--- src/rtl/serdes_tx_serializer.sv ---
// Transmit serializer: sends a sync pattern and then a payload word, MSB first, one bit per enabled clock.
// Defining SERTX_PARITY_EN appends an even-parity bit to each frame.
module serdes_tx_serializer #(
    parameter int                DATA_W       = 8,
    parameter int                SYNC_W       = 8,
    parameter logic [SYNC_W-1:0] SYNC_PATTERN = 8'hA5,
    parameter logic              IDLE_LEVEL   = 1'b0
) (
    input  logic              clk,
    input  logic              rst_n,
    input  logic              ena,
    input  logic [DATA_W-1:0] tx_data,
    input  logic              tx_valid,
    output logic              tx_ready,
    output logic              ser_out,
    output logic              busy,
    output logic              frame_start
);

    localparam int FRAME_W = SYNC_W + DATA_W;
    localparam int MAX_W   = (SYNC_W > DATA_W) ? SYNC_W : DATA_W;
    localparam int CNT_W   = $clog2(MAX_W + 1);
    localparam logic [CNT_W-1:0] SYNC_LAST = CNT_W'(SYNC_W - 1);
    localparam logic [CNT_W-1:0] DATA_LAST = CNT_W'(DATA_W - 1);

    typedef enum logic [1:0] {
        ST_IDLE,
        ST_SYNC,
`ifdef SERTX_PARITY_EN
        ST_PARITY,
`endif
        ST_DATA
    } state_t;

    // state_reg and cnt_reg describe the bit currently on ser_out.
    state_t             state_reg, state_next;
    logic [CNT_W-1:0]   cnt_reg, cnt_next;
    logic [FRAME_W-1:0] shift_reg, shift_next;
    logic               ser_out_reg, ser_out_next;
    logic               busy_reg, busy_next;
    logic               frame_start_reg, frame_start_next;
`ifdef SERTX_PARITY_EN
    logic               parity_reg, parity_next;
`endif

    logic final_bit;
    logic accept;

`ifdef SERTX_PARITY_EN
    assign final_bit = (state_reg == ST_PARITY);
`else
    assign final_bit = (state_reg == ST_DATA) && (cnt_reg == DATA_LAST);
`endif

    assign tx_ready    = ena & rst_n & ((state_reg == ST_IDLE) | final_bit);
    assign accept      = tx_valid & tx_ready;
    assign ser_out     = ser_out_reg;
    assign busy        = busy_reg;
    assign frame_start = frame_start_reg & ena;

    always_ff @(posedge clk or negedge rst_n) begin
        if (!rst_n) begin
            state_reg       <= ST_IDLE;
            cnt_reg         <= '0;
            shift_reg       <= '0;
            ser_out_reg     <= IDLE_LEVEL;
            busy_reg        <= 1'b0;
            frame_start_reg <= 1'b0;
`ifdef SERTX_PARITY_EN
            parity_reg      <= 1'b0;
`endif
        end else begin
            state_reg       <= state_next;
            cnt_reg         <= cnt_next;
            shift_reg       <= shift_next;
            ser_out_reg     <= ser_out_next;
            busy_reg        <= busy_next;
            frame_start_reg <= frame_start_next;
`ifdef SERTX_PARITY_EN
            parity_reg      <= parity_next;
`endif
        end
    end

    always_comb begin
        state_next       = state_reg;
        cnt_next         = cnt_reg;
        shift_next       = shift_reg;
        ser_out_next     = ser_out_reg;
        busy_next        = busy_reg;
        frame_start_next = 1'b0;
`ifdef SERTX_PARITY_EN
        parity_next      = parity_reg;
`endif

        if (ena) begin
            case (state_reg)
                ST_IDLE: begin
                    ser_out_next = IDLE_LEVEL;
                    busy_next    = 1'b0;
                end
                ST_SYNC: begin
                    // shift_reg holds the bits still to be sent, next one at the MSB.
                    ser_out_next = shift_reg[FRAME_W-1];
                    shift_next   = shift_reg << 1;
                    if (cnt_reg == SYNC_LAST) begin
                        state_next = ST_DATA;
                        cnt_next   = '0;
                    end else begin
                        cnt_next = cnt_reg + 1'b1;
                    end
                end
                ST_DATA: begin
                    if (cnt_reg == DATA_LAST) begin
                        cnt_next = '0;
`ifdef SERTX_PARITY_EN
                        state_next   = ST_PARITY;
                        ser_out_next = parity_reg;
`else
                        state_next   = ST_IDLE;
                        ser_out_next = IDLE_LEVEL;
                        busy_next    = 1'b0;
`endif
                    end else begin
                        ser_out_next = shift_reg[FRAME_W-1];
                        shift_next   = shift_reg << 1;
                        cnt_next     = cnt_reg + 1'b1;
                    end
                end
`ifdef SERTX_PARITY_EN
                ST_PARITY: begin
                    state_next   = ST_IDLE;
                    ser_out_next = IDLE_LEVEL;
                    busy_next    = 1'b0;
                end
`endif
                default: begin
                    state_next   = ST_IDLE;
                    cnt_next     = '0;
                    ser_out_next = IDLE_LEVEL;
                    busy_next    = 1'b0;
                end
            endcase

            // A new frame overrides the idle/return path so back-to-back frames have no gap.
            if (accept) begin
                state_next       = ST_SYNC;
                cnt_next         = '0;
                shift_next       = {SYNC_PATTERN, tx_data} << 1;
                ser_out_next     = SYNC_PATTERN[SYNC_W-1];
                busy_next        = 1'b1;
                frame_start_next = 1'b1;
`ifdef SERTX_PARITY_EN
                parity_next      = ^tx_data;
`endif
            end
        end
    end

endmodule

--- config.mk ---
export PLATFORM = sky130hd
export DESIGN_NAME = serdes_tx_serializer
export DESIGN_NICKNAME = d
export VERILOG_FILES = /design/src/rtl/serdes_tx_serializer.sv
export SDC_FILE = /design/constraint.sdc
export NUM_CORES = 1
export LEC_CHECK = 0
export ABC_AREA = 0
export CORE_UTILIZATION = 30
export CTS_CLUSTER_SIZE = 40
export DETAILED_ROUTE_END_ITERATION = 12
export DONT_BUFFER_PORTS = 1
export PLACE_DENSITY = 0.56
export SLEW_MARGIN = 20
export SYNTH_ARGS = -nofsm -noshare
export SYNTH_HDL_FRONTEND = slang
export SYNTH_SLANG_ARGS = --single-unit
--- constraint.sdc ---
create_clock -name clk -period 3.6 [get_ports clk]
set_input_delay 0.36 -clock clk [delete_from_list [all_inputs] [get_ports clk]]
set_output_delay 0.36 -clock clk [all_outputs]
set_load 0.005 [all_outputs]
### Yosys cells after proc, flatten, opt, wreduce, memory -nomap -nowiden

Cells that the tools add are included.

| word-level totals | value |
|---|---|
| bits in registers | 25 |
| output and inout port bits | 4 |
| logic and storage cells | 46 |

| operators by class | value |
|---|---|
| $add $sub $neg | 1 |
| equality and inequality tests | 8 |
| mux-type cells | 18 |
| bitwise operators | 5 |
| reductions and logical operators | 8 |

Operator list:

| kind | number |
|---|---|
| 16-bit two-way mux | 2 |
| 16-bit case mux with 2 select lines | 1 |
| 4-bit two-way mux | 2 |
| 4-bit case mux with 2 select lines | 1 |
| 1-bit two-way mux | 6 |
| 2-bit two-way mux | 3 |
| 3-bit inequality test, second input constant | 2 |
| 2-bit case mux with 3 select lines | 1 |
| 3-bit AND reduction | 2 |
| 4-bit by 1-bit adder with 4-bit output, second input constant | 1 |
| 1-bit bitwise AND | 4 |
| 4-bit by 3-bit == test with 1-bit output, second input constant | 1 |
| 2-bit inequality test, second input constant | 2 |
| 1-bit case mux with 2 select lines | 2 |
| 4-bit AND reduction | 1 |
| 3-bit by 2-bit inequality test with 1-bit output, second input constant | 1 |
| 3-bit nonzero test | 1 |
| 2-bit by 1-bit == test with 1-bit output, second input constant | 1 |
| 2-bit == test, second input constant | 1 |
| 2-bit zero test | 1 |
| 2-bit AND reduction | 1 |
| 2-bit OR reduction | 1 |
| 1-bit logical AND | 1 |
| 1-bit bitwise OR | 1 |

### Longest topological paths before layout

Gate-level depths: netlist of the first run.

| depth | value |
|---|---|
| depth after elaboration | 7 |
| depth in mapped cells | 8 |
| gate-level depth less buffers | 6 |

### Worst setup path before layout of the first run

No wires, ideal clock.

| timing | value |
|---|---|
| path type | register -> register |
| start | reg state_reg[0] |
| end | reg state_reg[1] |
| library setup time | 0.125 ns |
| arrival time | 1.530 ns |
| data required time | 3.475 ns |
| path slack | 1.945 ns |
| stages on the path, launching flop included | 7 |
| path buffers | 0 |
| cells stage by stage | dfrtp_1 > inv_1 > ha_1 > and4b_4 > o2111ai_4 > o21ai_2 > mux2_4 |

| on the way | value |
|---|---|
| cells in the longest elaborated chain, start to end | 7 |
| elaborated cells between the ends (all ways) | 13 |

RTL lines:

| item | line | source |
|---|---|---|
| start: declaration | 36 | `state_t state_reg, state_next;` |
| start signal: assignment | 73 | `state_reg <= state_next;` |
| 2-bit == test | 52, 97 |  |
| 1-bit logical AND | 52 | `assign final_bit = (state_reg == ST_DATA) && (cnt_reg == DATA_LAST);` |
| 1-bit bitwise OR | 55 | `assign tx_ready = ena & rst_n & ((state_reg == ST_IDLE) \| final_bit);` |
| 1-bit bitwise AND | 55 |  |
| 1-bit bitwise AND | 56 | `assign accept = tx_valid & tx_ready;` |
| 3-bit inequality test (no line), or another cell as far along | - |  |
| 4-bit AND reduction (no line) | - |  |

Several ways; a longest one is shown, not always the timed one.
A chain may end at the register's enable or synchronous reset.

### Worst setup path after layout of the first run

Same ends and word-level chain as after synthesis.

==> flow_summary.yaml, run 1 <==
sta:
  fin_crit_sh_pct: 58.0
  worst_pin_slew_ns: 0.711
  layout_min_cycle_time_ns: 2.09
  setup_viol: 0
  drv_slew: 0
  fin_ws_ns: 1.51
  max_freq_mhz: 479
  rsz0062_at_grt: "false"
  timing.slew.headroom_pct: 52.6
  fin_skew_ns: 0.00484
  final.setup.tns_ns: 0
  hold_viol: 0
clocking:
  cts_buffers: 3
  post-cts-setup-buffer-count: 0
  cts_resized: 0
  clk_path_buf_depth: 2
  cts_tree: "yes"
  cts_max_level: 1
  root_buffer: "clkbuf_8"
  path_clk_slew_ns: 0.09
  clk_latency_ns: 0.27
  numClockSinks: 24
worst_setup_path:
  worstSetupStartpointType: "flip-flop"
  crit_path_start: "state_reg[0]"
  required_ns: 3.76
  crit_type: "reg2reg"
  critPathMaxStageDelay_ns: 0.59
  path_cells: "inv_1 -> ha_1 -> and4b_4 -> o2111ai_4 -> o21ai_2 -> mux2_4"
  crit_family: "compound AO/OA/AOI/OAI gates"
  slowest_stage: "o2111ai_4"
  path_buf_inv: 1
  setup.worst_path.end_class: "flip-flop"
  critPathArrivalTime_ns: 2.25
  rr_startpoint: "state_reg[0]"
  cp_max_fo: 27
yosys:
  ys_ff_latch: 24
  syn_avg_cell_area_um2: 9.38
  yosysSeqAreaShare_pct: 48.1
  synth_edf_count: 0
  syn_nets: 150
  ys_types: 31
  ys.flop_type: "dfrtp_1"
  synthCells: 133
  synth_area_mm2: 0.00125
  ys_warn_count: 0
  async_reset_ff_share_pct: 100
floorplanning:
  fp.dieH_um: 66.5
  die_area_mm2: 0.00442
  coreArea_mm2: 0.00400
  fp.dieW_um: 66.5
  initial_core_util_pct: 31.2
  ioPinCount: 16
  num_rows: 23
global_routing:
  grt_util_all_layers_pct: 12.3
  grt_pass1_vias: 897
  grt_max_degree: 28
  grt_pass1_wl_mm: 4.08
  antenna_found_initial: 0
  gr-total-overflow: 0
place:
  io_buffers: 0
  pre_cts_ws_ns: 1.50
  gp_congestion: 0.819
  post-dp-hpwl_mm: 1.60
drt:
  drt-vias-per-instance: 5.10
  topRoutingLayerUsed: "met4"
  initialDrtViolationCount: 74
  dr_wl_met3_um: 189
  wl_met1_mm: 1.06
  wl_met2_mm: 1.06
  remaining_drc_errors: 0
  ant_nets: 0
  num_vias: 928
  dr.pass1.iters: 4
  wl_per_cell_um: 12.8
  wl_mm: 2.34
min_path:
  hp-class: "in2async"
pwr:
  leakagePower_nw: 0.587
  fin_total_pwr_mw: 1.01
  ir_worst_vdd_v: 0.000297
  power.density_mw_per_mm2: 758
layout:
  drive_gt1_share_pct: 10.6
  antennaDiodeCount: 0
  area_delta_synth_final_pct: 7.12
  layout.nets: 150
  final.fill_count: 407
  largest_reg_flops: 15
job:
  max_cap_viol_count: 0
outcome:
  status: "complete, no violations"
## power breakdown
part | switching, mW | leakage [nW] | internal (mW) | total, mW
Sequential | 0.0679 | 0.305 | 0.382 | 0.450
Combinational | 0.188 | 0.246 | 0.141 | 0.328
Clock | 0.0870 | 0.0357 | 0.149 | 0.236
## cells by family after synthesis
group | after synthesis | share of synthesized area, %
simple gates | 66 | 25.6
compound gates | 26 | 13.9
flops | 24 | 48.1
buf+inv | 10 | 5.21
fa+ha+maj | 5 | 5.02
mux | 2 | 2.11
## per-layer routing
metal  up-vias  track usage (%)
met5         -                0
met4         0             4.26
met3         2             4.79
met2        34             20.0
met1       439             14.7
li1        453                -
## path summary, 6_finish.rpt
kind,to,slack [ns],cells past startpoint
min in group clk,ser_out,0.18,1
max in group asynchronous,shift_reg[10],3.17,1
worst min register to register,shift_reg[11],0.50,2
worst min-delay path,shift_reg[3],0.06,1
worst max-delay path,state_reg[1],1.51,6
worst max register to register,state_reg[1],1.51,6
## layout make-up
cell class | count | area, um^2 | area share, %
Timing Repair Buffer | 1 | 5.00 | 0.375
Clock buffer | 3 | 41.3 | 3.09
Sequential cell | 24 | 601 | 44.9
Inverter | 4 | 15.0 | 1.12
Tap cell | 50 | 62.6 | 4.68
Clock inverter | 1 | 30.0 | 2.25
Multi-Input combinational cell | 99 | 582 | 43.5
## what timing repair did
action                     4_1_cts  5_1_grt
hold buffers                     1        0
hold endpoints to repair        24        0
setup endpoints to repair        0        0
## placed cells by master, fill, tap and decap left out
cell       synthesis  layout
inv_1              3       3
dfrtp_1           24      24
buf_2              1       1
o2111ai_4          1       1
inv_2              1       1
o21ai_0            6       6
o21ai_2            1       1
or2_2              1       1
nand3_1            7       7
o211ai_1           1       1
and4b_4            1       1
and3b_1            1       1
mux2_2             1       1
a31oi_1            9       9
mux2_4             1       1
nor2_1             6       6
ha_1               5       5
clkbuf_8           0       3
nand3b_1           1       1
nor3b_1            7       7
bufinv_16          0       1
and2_1             2       2
nor2b_1            1       1
a21bo_2            1       1
a21oi_1            4       4
nor2_2             1       1
nand2_1           36      36
o21ai_1            3       3
nand2b_1           1       1
or2_1              1       1
## through the flow
step           std cells  hold slack, ns  utilization [%]  area, um^2
3_3_place_gp         177          0.0651             31.5        1260
4_1_cts              182           0.176             33.5        1340
5_1_grt              182          0.0883             33.4        1340
6_report             182          0.0642             33.4        1340
2_1_floorplan        133          0.0644                -        1250
3_5_place_dp         177          0.0651             31.5        1260
## cells in the mapped netlist (2+ instances only)
cell type,number,area share (%)
o21ai_1,3,1.2
nand2_1,36,11
nor3b_1,7,4.2
and2_1,2,1.0
nand3_1,7,2.8
nor2_1,6,1.8
a31oi_1,9,4.5
a21oi_1,4,1.6
dfrtp_1,24,48
buf_6,3,2.7
inv_1,3,0.90
ha_1,5,5.0
o21ai_0,6,2.4
(Power assumes the default switching activity.)
==> run 2: changes to the inputs <==
PLACE_DENSITY = 0.57   (was 0.56)
clock period = 1.7 ns   (was 3.6 ns; I/O delays follow)
==> run 2 against run 1 <==
Compared with the run above:
- the flow now finishes with violations (setup timing)
- via count is 10% higher
- critical path depth is 1 lower
- core utilization up 7.4 points
- total power rose by 140%
- die area is the same
- first-iteration DRC count shrank 14%
- maximum frequency grew 20%
- clock power rose by 120%
- sequential power grew 120%
- combinational power rose to 2.9 times the previous value
- largest cell class is now multi-input gates
- highest routed layer unchanged
==> flow_summary.yaml, run 2 (synthesis results as in run 1) <==
sta:
  timing.slew.headroom_pct: 74.6
  fin_skew_ns: 0.00763
  timing.hold.ws_ns: 0.0284
  max_freq_mhz: 577
  final.setup.tns_ns: -0.0675
  hold_viol: 0
  setup_viol: 5
  worst_pin_slew_ns: 0.381
  fin_crit_sh_pct: 102
  fin_ws_ns: -0.0329
  drv_slew: 0
  layout_min_cycle_time_ns: 1.73
  rsz0062_at_grt: "true"
global_routing:
  grtUsageMet2_pct: 19.1
  grt_util_all_layers_pct: 12.7
  grt_max_degree: 25
  use_met1_pct: 16.4
  grt_use_met3_pct: 4.97
  grt_pass1_vias: 944
  grt_pass1_wl_mm: 4.15
  grt_busiest_layer: "met2"
  antenna_found_initial: 0
  gr-total-overflow: 0
layout:
  antennaDiodeCount: 0
  layout_common_cells: "nand2_1, dfrtp_1, buf_4"
  drive_gt1_share_pct: 30.9
  largest_reg_flops: 15
  area_delta_synth_final_pct: 30.9
  final_core_util_pct: 40.8
  layout.nets: 170
  final.fill_count: 374
  final_common_cell: "nand2_1"
worst_setup_path:
  cp_max_fo: 6
  critPathArrivalTime_ns: 1.90
  setup.worst_path.end_class: "flip-flop"
  worstSetupStartpointType: "flip-flop"
  required_ns: 1.87
  crit_type: "reg2reg"
clocking:
  numClockSinks: 24
  path_clk_slew_ns: 0.10
  clk_path_buf_depth: 2
  cts_tree: "yes"
  clk_latency_ns: 0.28
  cts_buffers: 3
  cts_max_level: 1
  root_buffer: "clkbuf_8"
pwr:
  fin_total_pwr_mw: 2.45
  ir_worst_vdd_v: 0.000582
  leakagePower_nw: 0.726
  power.density_mw_per_mm2: 1500
drt:
  ant_nets: 0
  wl_per_cell_um: 14.3
  wl_mm: 2.89
  initialDrtViolationCount: 64
  dr.pass1.iters: 4
  num_vias: 1023
  remaining_drc_errors: 0
  drt-vias-per-instance: 5.06
place:
  gp_congestion: 0.912
  post-dp-hpwl_mm: 1.74
  pre_cts_ws_ns: -0.0644
  io_buffers: 0
floorplanning:
  coreArea_mm2: 0.00400
  num_rows: 23
  fp.dieW_um: 66.5
  ioPinCount: 16
  die_area_mm2: 0.00442
  fp.dieH_um: 66.5
  initial_core_util_pct: 31.2
job:
  max_cap_viol_count: 0
outcome:
  violations: "setup timing"
  status: "finished with violations"
min_path:
  hp-class: "in2reg"
-- run 2: layout make-up --
cell class                 count  area [um^2]  share of cell area, %
timing repair buffer          21          230                   14.1
tap                           50         62.6                   3.83
sequential                    24          602                   36.9
multi-input combinational     99          652                   39.9
clock buffer                   3         41.3                   2.53
inverter                       4         15.0                  0.920
clock inverter                 1         30.0                   1.84
-- run 2: worst paths after layout --
| kind | startpoint | endpoint | slack [ns] | cells past startpoint |
|---|---|---|---|---|
| max | state_reg[1] | state_reg[1] | -0.03 | 5 |
| min | tx_data[0] | shift_reg[1] | 0.03 | 2 |
| max reg2reg | state_reg[1] | state_reg[1] | -0.03 | 5 |
| min reg2reg | shift_reg[9] | shift_reg[9] | 0.50 | 2 |
| max in group asynchronous | rst_n | shift_reg[2] | 1.22 | 2 |
| min in group asynchronous | rst_n | state_reg[1] | 0.32 | 2 |
-- run 2: metrics by stage --
stage	std cells	area, um^2
floorplan	133	1250
global placement	187	1350
detailed placement	187	1350
CTS	195	1480
global route	202	1630
finish	202	1630
-- run 2: power breakdown --
part / leakage, nW / switching (mW) / internal (mW)
Clock: 0.0357 / 0.202 / 0.315
Sequential: 0.304 / 0.161 / 0.810
Combinational: 0.386 / 0.476 / 0.483
-- run 2: critical path: stages, from the launching register on --
cell and delay, ns:
dfrtp_2 0.45, ha_4 0.18, and4b_4 0.21, o2111ai_4 0.36, o21ai_2 0.11, mux2_4 0.31
-- run 2: repair_timing --
| action | 4_1_cts | 5_1_grt |
|---|---|---|
| hold buffers | 3 | 0 |
| endpoints found under the setup margin | 13 | 16 |
| cloned | 0 | 2 |
| endpoints found under the hold margin | 25 | 0 |
| pin swaps | 0 | 5 |
| gates resized for setup | 3 | 18 |
| setup buffers | 1 | 5 |
-- run 2: routing by layer --
metal	up-vias	part of all wire (%)
met3	6	4.6
met2	28	45
met1	498	49
met5	-	0
li1	491	-
met4	0	1.5
==> run 3: changes to the inputs <==
GPL_TIMING_DRIVEN = 0   (was default)
PLACE_DENSITY = 0.56   (was 0.57)
clock period = 2.2 ns   (was 1.7 ns; I/O delays follow)
==> run 3 against run 2 <==
Compared with the run above:
- the run now ends clean
- global-route usage rose by 1.5 points
- via count fell by 6.5%
- clock-buffer cell count did not move
- combinational power fell by 37%
- cell count fell by 6.4%
- largest power group unchanged
==> flow_summary.yaml, run 3 (synthesis results as in run 1) <==
drt:
  wl_mm: 2.66
  remaining_drc_errors: 0
  num_vias: 956
  wl_per_cell_um: 14.1
  ant_nets: 0
  initialDrtViolationCount: 66
  drt-vias-per-instance: 5.06
  dr.pass1.iters: 4
sta:
  drv_slew: 0
  timing.slew.headroom_pct: 70.2
  fin_crit_sh_pct: 85.1
  hold_viol: 0
  timing.hold.ws_ns: 0.0903
  layout_min_cycle_time_ns: 1.87
  worst_pin_slew_ns: 0.448
  fin_skew_ns: 0.00579
  final.setup.tns_ns: 0
  rsz0062_at_grt: "false"
  fin_ws_ns: 0.328
  setup_viol: 0
  max_freq_mhz: 534
global_routing:
  antenna_found_initial: 0
  grt_util_all_layers_pct: 14.2
  grt_pass1_wl_mm: 4.63
  grt_pass1_vias: 1003
  grt_max_degree: 25
  gr-total-overflow: 0
worst_setup_path:
  path_cells: "inv_1 -> ha_1 -> and4b_4 -> o2111ai_4 -> buf_2 -> a31oi_1"
  reg2reg_slack_ns: 0.33
  cp-endpoint: "shift_reg[3]"
  r2r_end: "shift_reg[3]"
  setup.worst_path.end_class: "flip-flop"
  rr_startpoint: "state_reg[0]"
  cp_max_fo: 10
  slowest_stage: "dfrtp_1"
  critPathArrivalTime_ns: 2.01
  critPathMaxStageDelay_ns: 0.40
  cp.depth: 6
  worstSetupStartpointType: "flip-flop"
  required_ns: 2.34
  crit_family: "compound AO/OA/AOI/OAI gates"
  crit_type: "reg2reg"
  crit_path_start: "state_reg[0]"
  ff2ff_path_depth: 6
  path_buf_inv: 2
layout:
  final.fill_count: 409
  area_delta_synth_final_pct: 13.1
  layout.nets: 157
  largest_reg_flops: 15
  antennaDiodeCount: 0
  drive_gt1_share_pct: 13.7
  final_common_cell: "nand2_1"
  final_core_util_pct: 35.3
  layout_common_cells: "nand2_1, dfrtp_1, a31oi_1"
clocking:
  clk_latency_ns: 0.27
  cts_buffers: 3
  cts_resized: 0
  root_buffer: "clkbuf_8"
  cts_max_level: 1
  cts_tree: "yes"
  ctsHoldBuffers: 2
  clk_path_buf_depth: 2
  numClockSinks: 24
  post-cts-setup-buffer-count: 0
  path_clk_slew_ns: 0.09
pwr:
  ir_worst_vdd_v: 0.000464
  power.density_mw_per_mm2: 1230
  leakagePower_nw: 0.624
floorplanning:
  ioPinCount: 16
  die_area_mm2: 0.00442
  fp.dieW_um: 66.5
  num_rows: 23
  fp.dieH_um: 66.5
  coreArea_mm2: 0.00400
  initial_core_util_pct: 31.2
place:
  gp_congestion: 0.823
  io_buffers: 0
  pre_cts_ws_ns: 0.337
  post-dp-hpwl_mm: 1.87
min_path:
  hp-class: "in2reg"
outcome:
  status: "complete, no violations"
job:
  max_cap_viol_count: 0
-- run 3: metal layers --
| layer | GRT usage (%) | wire length (um) | part of all wire [%] |
|---|---|---|---|
| met3 | 4.45 | 133 | 5.0 |
| met4 | 4.79 | 23 | 0.87 |
| met1 | 17.7 | 1300 | 49 |
| met5 | 0 | 0 | 0 |
| met2 | 22.8 | 1200 | 45 |
-- run 3: power breakdown --
group,switching (mW),total [mW],internal (mW)
combinational,0.329,0.601,0.272
sequential,0.116,0.740,0.625
clock,0.150,0.393,0.243
-- run 3: layout make-up --
| class | count | area, um^2 | share of cell area (%) |
|---|---|---|---|
| inverters | 4 | 15.0 | 1.06 |
| multi-input cells | 99 | 582 | 41.2 |
| repair buffers | 2 | 30.0 | 2.13 |
| clock inverters | 1 | 30.0 | 2.13 |
| plain buffers | 6 | 50.0 | 3.55 |
| well taps | 50 | 62.6 | 4.43 |
| flip-flops and latches | 24 | 601 | 42.6 |
| clock buffers | 3 | 41.3 | 2.93 |
-- run 3: worst register-to-register path: stages (launching register included) --
cell and delay [ns]:
dfrtp_1 0.40, inv_1 0.08, ha_1 0.24, and4b_4 0.25, o2111ai_4 0.35, buf_2 0.30
a31oi_1 0.12
-- run 3: how the worst min path moves through the flow --
stage                     startpoint            to  slack (ns)  cells after the start
after global placement         rst_n          busy       -0.07                      0
after detailed placement       rst_n       ser_out       -0.07                      0
after floorplan                rst_n          busy       -0.08                      0
after global routing      tx_data[0]  shift_reg[1]        0.09                      2
final                     tx_data[0]  shift_reg[1]        0.09                      2
after CTS                 tx_data[0]  shift_reg[1]        0.08                      2
-- run 3: per-stage QoR --
stage          instances  cell area, um^2  power (mW)
2_1_floorplan        133             1250        1.20
3_3_place_gp         183             1310        1.30
3_5_place_dp         183             1310        1.33
4_1_cts              189             1410        1.75
5_1_grt              189             1410        1.88
6_report             189             1410        1.73
